**src/rtl/div_issue_ctrl_pkg.sv**
```systemverilog
// Shared encodings and constants for the divider issue controller and its helpers.
package div_issue_ctrl_pkg;

  typedef enum logic [1:0] {
    IDLE = 2'd0,
    RUN  = 2'd1,
    RESP = 2'd2
  } state_t;

  localparam logic [1:0] OP_DIV  = 2'b00;
  localparam logic [1:0] OP_DIVU = 2'b01;
  localparam logic [1:0] OP_REM  = 2'b10;
  localparam logic [1:0] OP_REMU = 2'b11;

  localparam logic [31:0] DIV_BY_ZERO_Q = 32'hFFFF_FFFF;
  localparam logic [31:0] INT_MIN       = 32'h8000_0000;

endpackage

```
**src/rtl/div_special_detect.sv**
```systemverilog
// Recognises RISC-V divide-by-zero and signed-overflow requests and computes
// their architectural result so they can bypass the divider core.
module div_special_detect
  import div_issue_ctrl_pkg::*;
(
  input  logic [1:0]  op,
  input  logic [31:0] rs1,
  input  logic [31:0] rs2,
  output logic        is_special,
  output logic [31:0] special_result
);

  logic div_by_zero;
  logic signed_ovf;

  assign div_by_zero = (rs2 == 32'd0);
  assign signed_ovf  = !op[0] && (rs1 == INT_MIN) && (rs2 == 32'hFFFF_FFFF);

  // op[1] selects remainder over quotient; divide by zero wins over overflow.
  always_comb begin
    is_special     = div_by_zero || signed_ovf;
    special_result = 32'd0;
    if (div_by_zero) begin
      special_result = op[1] ? rs1 : DIV_BY_ZERO_Q;
    end else if (signed_ovf) begin
      special_result = op[1] ? 32'd0 : INT_MIN;
    end
  end

endmodule

```
**src/rtl/div_issue_ctrl.sv**
```systemverilog
// EX-stage sequencer for the free-running divider core: holds operands for the
// core latency, captures quotient or remainder, and stalls the pipeline while busy.
module div_issue_ctrl
  import div_issue_ctrl_pkg::*;
#(
  parameter int DIV_LATENCY = 36,
  parameter int CNT_W       = 6
) (
  input  logic        clk,
  input  logic        rst,
  input  logic        req_valid,
  input  logic [1:0]  req_op,
  input  logic [31:0] req_rs1,
  input  logic [31:0] req_rs2,
  input  logic        kill,
  output logic        busy,
  output logic        done,
  output logic [31:0] result,
  output logic [31:0] dv_number1,
  output logic [31:0] dv_number2,
  output logic        dv_sign_mode,
  input  logic [31:0] dv_ans,
  input  logic [31:0] dv_remind,
  input  logic        dv_ans_ready
);

  localparam logic [CNT_W-1:0] CNT_LOAD = CNT_W'(DIV_LATENCY - 1);

  state_t            state;
  state_t            state_next;
  logic [CNT_W-1:0]  cnt;
  logic              op_rem_q;
  logic              accept;
  logic              capture;
  logic              is_special;
  logic [31:0]       special_result;

  div_special_detect u_special (
    .op             (req_op),
    .rs1            (req_rs1),
    .rs2            (req_rs2),
    .is_special     (is_special),
    .special_result (special_result)
  );

  always_ff @(posedge clk) begin
    if (rst) begin
      state <= IDLE;
    end else begin
      state <= state_next;
    end
  end

  // kill dominates every state; the core has no timeout, so RUN waits on ready forever.
  always_comb begin
    state_next = state;
    accept     = 1'b0;
    capture    = 1'b0;
    case (state)
      IDLE: begin
        if (req_valid && !kill) begin
          accept     = 1'b1;
          state_next = is_special ? RESP : RUN;
        end
      end
      RUN: begin
        if (kill) begin
          state_next = IDLE;
        end else if ((cnt == '0) && dv_ans_ready) begin
          capture    = 1'b1;
          state_next = RESP;
        end
      end
      RESP: begin
        state_next = IDLE;
      end
      default: begin
        state_next = IDLE;
      end
    endcase
  end

  assign busy = (state != IDLE);
  assign done = (state == RESP) && !kill;

  always_ff @(posedge clk) begin
    if (rst) begin
      dv_number1   <= 32'd0;
      dv_number2   <= 32'd0;
      dv_sign_mode <= 1'b1;
      op_rem_q     <= 1'b0;
      cnt          <= '0;
      result       <= 32'd0;
    end else begin
      if (accept) begin
        dv_number1   <= req_rs1;
        dv_number2   <= req_rs2;
        dv_sign_mode <= req_op[0];
        op_rem_q     <= req_op[1];
        cnt          <= is_special ? '0 : CNT_LOAD;
        if (is_special) begin
          result <= special_result;
        end
      end else if ((state == RUN) && (cnt != '0)) begin
        cnt <= cnt - 1'b1;
      end
      if (capture) begin
        result <= op_rem_q ? dv_remind : dv_ans;
      end
    end
  end

endmodule

```
**config.mk**
```make
export PLATFORM = sky130hd
export DESIGN_NAME = div_issue_ctrl
export DESIGN_NICKNAME = d
export VERILOG_FILES = /design/src/rtl/div_issue_ctrl_pkg.sv /design/src/rtl/div_special_detect.sv /design/src/rtl/div_issue_ctrl.sv
export SDC_FILE = /design/constraint.sdc
export NUM_CORES = 1
export LEC_CHECK = 0
export ABC_CLOCK_PERIOD_IN_PS = 3300
export CELL_PAD_IN_SITES_DETAIL_PLACEMENT = 2
export CELL_PAD_IN_SITES_GLOBAL_PLACEMENT = 2
export CORE_AREA = 2 2 151 153
export CTS_BUF_LIST = sky130_fd_sc_hd__clkbuf_4 sky130_fd_sc_hd__clkbuf_8
export DETAILED_ROUTE_END_ITERATION = 10
export DIE_AREA = 0 0 153 155
export GPL_ROUTABILITY_DRIVEN = 0
export PLACE_DENSITY = 0.83
export SLEW_MARGIN = 25
export SYNTH_ARGS = -nofsm -noshare
export SYNTH_HDL_FRONTEND = slang
export SYNTH_SLANG_ARGS = --single-unit
```
**constraint.sdc**
```tcl
create_clock -name clk -period 3.3 [get_ports clk]
set_clock_uncertainty 0.1 [all_clocks]
set_input_delay 0.66 -clock clk [delete_from_list [all_inputs] [get_ports clk]]
set_output_delay 0.66 -clock clk [all_outputs]
set_load 0.01 [all_outputs]
```
# Yosys cells after proc, flatten, opt, wreduce, memory -nomap -nowiden
# Index checks and enable logic that the tools add are counted.
dict set report word_totals {
  reg_bits 106
  input_bits 135
  out_inout_bits 99
  wordCells 54
}
dict set report classes {
  n_addsub 1
  eq_ne 6
  muxes 21
  reduce_logical 19
}
# op n
set ops {}
lappend ops {{two-way mux 32 bit} 8}
lappend ops {{== test 32 bit (second input constant)} 2}
lappend ops {{logical NOT 32 bit} 1}
lappend ops {{two-way mux 6 bit} 3}
lappend ops {{two-way mux 2 bit} 4}
lappend ops {{nonzero test 2 bit} 4}
lappend ops {{logical AND 1 bit} 6}
lappend ops {{logical NOT 6 bit} 1}
lappend ops {{nonzero test 6 bit} 1}
lappend ops {{subtractor 6 x 1 -> 6 bit (second input constant)} 1}
lappend ops {{two-way mux 1 bit} 5}
lappend ops {{case mux 2 bit (2 select lines)} 1}
lappend ops {{AND reduction 2 bit} 2}
lappend ops {{!= test 3 bit (second input constant)} 1}
lappend ops {{== test 2 x 1 -> 1 bit (second input constant)} 1}
lappend ops {{== test 2 bit (second input constant)} 1}
lappend ops {{logical NOT 1 bit} 2}
lappend ops {{logical NOT 2 bit} 1}
lappend ops {{!= test 2 bit (second input constant)} 1}
lappend ops {{logical OR 1 bit} 1}

# Logic depth before layout (Yosys ltp)
dict set report logic_depth {
  ltp_word 8
  ltp_mapped 10
  mapped_depth_nobuf 8
}

# By module
# Synthesis repeated with hierarchy kept, for this count alone.
dict set report hier_totals {
  cells_unflattened 633
  area_unflattened_um2 5190.0
}
# mod n_inst cells_per_inst area_each_um2 seq_area_each_um2
set by_module_without_submodules {}
lappend by_module_without_submodules {div_issue_ctrl 1 523 4594.4 2122.0}
lappend by_module_without_submodules {div_special_detect 1 110 595.6 0.0}

# Worst setup path before layout
# Ideal clock, no wire load.
dict set report synth_path {
  path_kind {input -> register}
  startpoint {in req_rs1[14]}
  endpoint {reg result[20]}
  setup_ps 148
  t_arrival_ps 2427
  t_required_ps 3052
  setup_slack_ps 625
  path_stages 7
  n_path_buf 1
  cell_sequence {or4b_1 or3_1 nor4_4 a22oi_1 nand2_2 buf_4 a211oi_1}
}
dict set report synth_via {
  elab_chain_len 8
  word_cells_on_any_way 11
  cone_classes {1 x eq/ne; 5 x mux; 5 x reduce/logical}
}
# element line
set synth_rtl {}
lappend synth_rtl {{from (decl)} div_issue_ctrl.sv:13} ;# input logic [31:0] req_rs1,
lappend synth_rtl {{== test 32 bit (*)} div_special_detect.sv:17} ;# assign signed_ovf = !op[0] && (rs1 == INT_MIN) && (rs2 == 32'hFFFF_FFFF);
lappend synth_rtl {{logical AND 1 bit (*) (2 in a row)} div_special_detect.sv:17}
lappend synth_rtl {{two-way mux 32 bit} div_special_detect.sv:25} ;# end else if (signed_ovf) begin
lappend synth_rtl {{two-way mux 32 bit} div_special_detect.sv:23} ;# if (div_by_zero) begin
lappend synth_rtl {{two-way mux 32 bit} div_issue_ctrl.sv:101} ;# if (is_special) begin
lappend synth_rtl {{two-way mux 32 bit} div_issue_ctrl.sv:95} ;# if (accept) begin
lappend synth_rtl {{two-way mux 32 bit} div_issue_ctrl.sv:107} ;# if (capture) begin
lappend synth_rtl {{to (signal assigned)} div_issue_ctrl.sv:102} ;# result <= special_result;
lappend synth_rtl {{to (signal assigned)} div_issue_ctrl.sv:108} ;# result <= op_rem_q ? dv_remind : dv_ans;
lappend synth_rtl {{to (decl)} div_issue_ctrl.sv:18} ;# output logic [31:0] result,
# Every way passes the cells marked *; elsewhere a longest branch is shown, timed or not. The select of a mux whose other input is x is not followed.
# A chain may end at the register's enable or synchronous reset.

# Final worst setup path
dict set report layout_path {
  startpoint {in req_rs1[14]}
  endpoint {reg result[22]}
}
# Same word-level chain as after synthesis.

==> summary.md <==
| Metric | Value |
|---|---|
| 1st-pass router iterations | 4 |
| Post-synth EDFFs | 0 |
| Final WL | 23140 um |
| Hold buffer count at CTS | 0 |
| Crit path max-delay family | simple AND/OR/NAND/NOR gates |
| Post-Syn Area | between 0.005 and 0.006 sq mm |
| Synth area leader | dfxtp_1 |
| H-Tree Depth | 3 |
| Remaining DRCs | 0 |
| Worst slew margin | 0.3292 |
| Share of synthesized registers carrying an async set or reset | 0 |
| Worst Path Max Fanout | 21 |
| Max incr delay on CP | just under 0.6 ns |
| # nets final | roughly 960 |
| Compound-Gate Fraction of Synth Area | 0.1814 |
| CTS resizes | 0 |
| CP Class | input port to flop |
| Die X | ~150 um |
| Crit path capture type | flop |
| Clock transition at the registers of the reported paths | 0.11 ns |
| Placed cell area | slightly below 0.008 sq mm |
| Vias per cell | roughly 4.8 |
| Top cell type's share of synthesized area | 0.4243 |
| RSZ-0062 raised after global routing | no |
| Unique masters post-synth | 44 |
| Hold WC Path Type | flop to flop |
| Root Buffer | clkbuf_8 |
| Synthesis-stage register bit count | around 110 |
| Fin. Hold Viols | 0 |
| Pwr Density | about 370 mW/mm^2 |
| Multiplexer share of the synthesized area | 0.1278 |
| Top cells by area, synth | dfxtp_1, nand2_1, a21oi_1 |
| Initial Util | 0.2250 |
| Post-detail-place hpwl | approximately 18000 um |
| Gr ovfl total | 0 |
| CP Launch Type | input port |
| Top FF cell, synth | dfxtp_1 |
| CTS tree | yes |
| F_max | 345.2 MHz |
| Maximum root-to-sink buffer count | 2 |
| Clock Latency Late Sink | 0.39 ns |
| Max IR drop VDD | 0.2077 mV |
| Tot GR Track Use | 0.1906 |
| Worst-Margin Slew | around 1.0 ns |
| Initial antenna violation count | 2 |
| Antenna Violating Nets Remaining | 0 |
| CTS Buf Count | 9 |
| Sequential element share of the synthesized area | 0.4243 |
| Design Area, Final | ~0.008 sq mm |
| Synth Net Count | ~740 |
| Die ar. | roughly 0.024 sq mm |
| Final Total Pwr | 2.963 mW |
| Min Tclk post-route | 2.897 ns |
| Syn Area/Cell | around 8.3 sq um |
| Row Count | between 50 and 60 |
| Setup Viol. Count Final | 0 |
| Largest net degree at the start of global routing | 60 |
| Global-route wire length before repair | between 30000 and 40000 um |
| CTS Sinks | roughly 110 |
| Wire length per cell | ~21 um |
| Critical path, cell by cell | clkdlybuf4s50_1, or4b_1, or3_1, nor4_4, a22o_4, buf_12, nor3_1, a211oi_2 |
| Pleak | 2.587 nW |
| Synth Area in Simple Gates | 0.2097 |
| Port bufs | between 200 and 250 |
| Max Slew Vio Count | 0 |
| Via Count | 5365 |
| CP max-delay cell | or4b_1 |
| Vias in the first global route | 6022 |
| Die Ht | approximately 160 um |
| Worst Path Required | 3.51 ns |
| Main combinational cell family by area after synthesis | simple AND/OR/NAND/NOR gates |
| CP Data Arrival Time | roughly 3.1 ns |
| Boundary pin count | 234 |
| Synth top cells by count | nand2_1, dfxtp_1, a21oi_1, clkbuf_1 |
| Outcome | finished, final reports clean |
| Synth Area in Adders | 0.005004 |
| Core area | 0.02223 sq mm |
| Synthesized instance count | roughly 600 |
| Hold_ws | roughly 0.36 ns |
| Tcrit/Tclk final | 0.8778 |
| Most common cell in the netlist | nand2_1 |
| Crit path buf inv count | 2 |
| Reg2reg setup slack | 0.88 ns |
| Fraction of layout cells with a size suffix above 1 | 0.1094 |
| Maxcap violations | 0 |
| Dpl cells | about 1.1k |
| Setup Fix Bufs, Post-CTS | 0 |
| Xor/xnor share of the synthesized area | 0.005254 |
| Yosys warning count | 0 |
| 1st-iter DRT viols | 160 |
| Non-filler cells, final | approximately 1.1k |
| Final setup TNS | 0 ns |
| Area Overhead vs Synth | 59.89% |
-- worst reg2reg max path, stage by stage, from the launching register on --
cell	delay (ns)
dfxtp_1	0.36
nor3_1	0.44
nand3_1	0.29
nor2b_4	0.19
buf_12	0.27
mux2_2	0.44
a211oi_2	0.23
-- metrics by stage --
| step | setup WS [ns] | utilization |
|---|---|---|
| 6_report | 0.4033 | 0.3598 |
| 5_1_grt | 0.2557 | 0.3598 |
| 4_1_cts | 0.4085 | 0.3595 |
| 3_5_place_dp | -0.002295 | 0.3484 |
| 3_3_place_gp | 0.06268 | 0.3484 |
| 2_1_floorplan | 0.6250 | - |
-- cell families after synthesis --
| group | count (synthesis) |
|---|---|
| simple gates | 226 |
| buf+inv | 53 |
| compound gates | 149 |
| flops | 106 |
| xor+xnor | 3 |
| fa+ha+maj | 2 |
| mux | 60 |
-- registers in the layout, summed over array words and instances, names as in the netlist --
| name | flops |
|---|---|
| dv_number1 | 32 |
| dv_number2 | 32 |
| result | 32 |
| cnt | 6 |
| state | 2 |
| dv_sign_mode | 1 |
| op_rem_q | 1 |
-- placed cells by master, fill, tap and decap left out, drive strengths merged, types with 2 or more instances in the layout --
master and n:
and3 2, nand4 8, bufinv 3, clkdlybuf4s50 232
nand2b 3, nor2b 3, buf 24, or3 2
inv 7, or4 2, xor2 3, o21ai 34
mux2i 29, ha 2, o211ai 4, nor3 35
a211oi 29, dfxtp 106, clkbuf 9, diode 2
nand4b 2, nand3 5, nor4 15, a21oi 75
mux2 31, nand2 139, nor2 4
-- worst paths after layout --
| kind | startpoint | end | cells after the start |
|---|---|---|---|
| setup / recovery | req_rs1[14] | result[22] | 8 |
| hold / removal | dv_number2[13] | dv_number2[13] | 2 |
| hold reg to reg | dv_number2[13] | dv_number2[13] | 2 |
| setup reg to reg | cnt[2] | result[24] | 6 |
-- layout make-up --
type / instances / area, sq um
clock buffers: 9 / 123.9
fillers: 2485 / 14230
inverters: 5 / 18.77
multi-input cells: 440 / 2668
clock inverters: 7 / 123.9
repair buffers: 256 / 2577
well taps: 285 / 356.6
flip-flops and latches: 106 / 2123
diodes: 2 / 5.005
-- layer usage --
metal	up-vias	share of wire	wire length, um	GRT usage
met5	-	0	0	0
met4	0	0.028	639	0.06790
met3	29	0.042	978	0.04429
met2	130	0.51	11770	0.3427
met1	2649	0.42	9748	0.2219
li1	2557	-	-	-
-- report_power, final --
group	switching, mW	internal, mW	total, mW
Combinational	0.264	0.307	0.571
Sequential	0.0401	1.33	1.37
Clock	0.508	0.511	1.02
No activity file was read; power rests on OpenSTA's default activity.
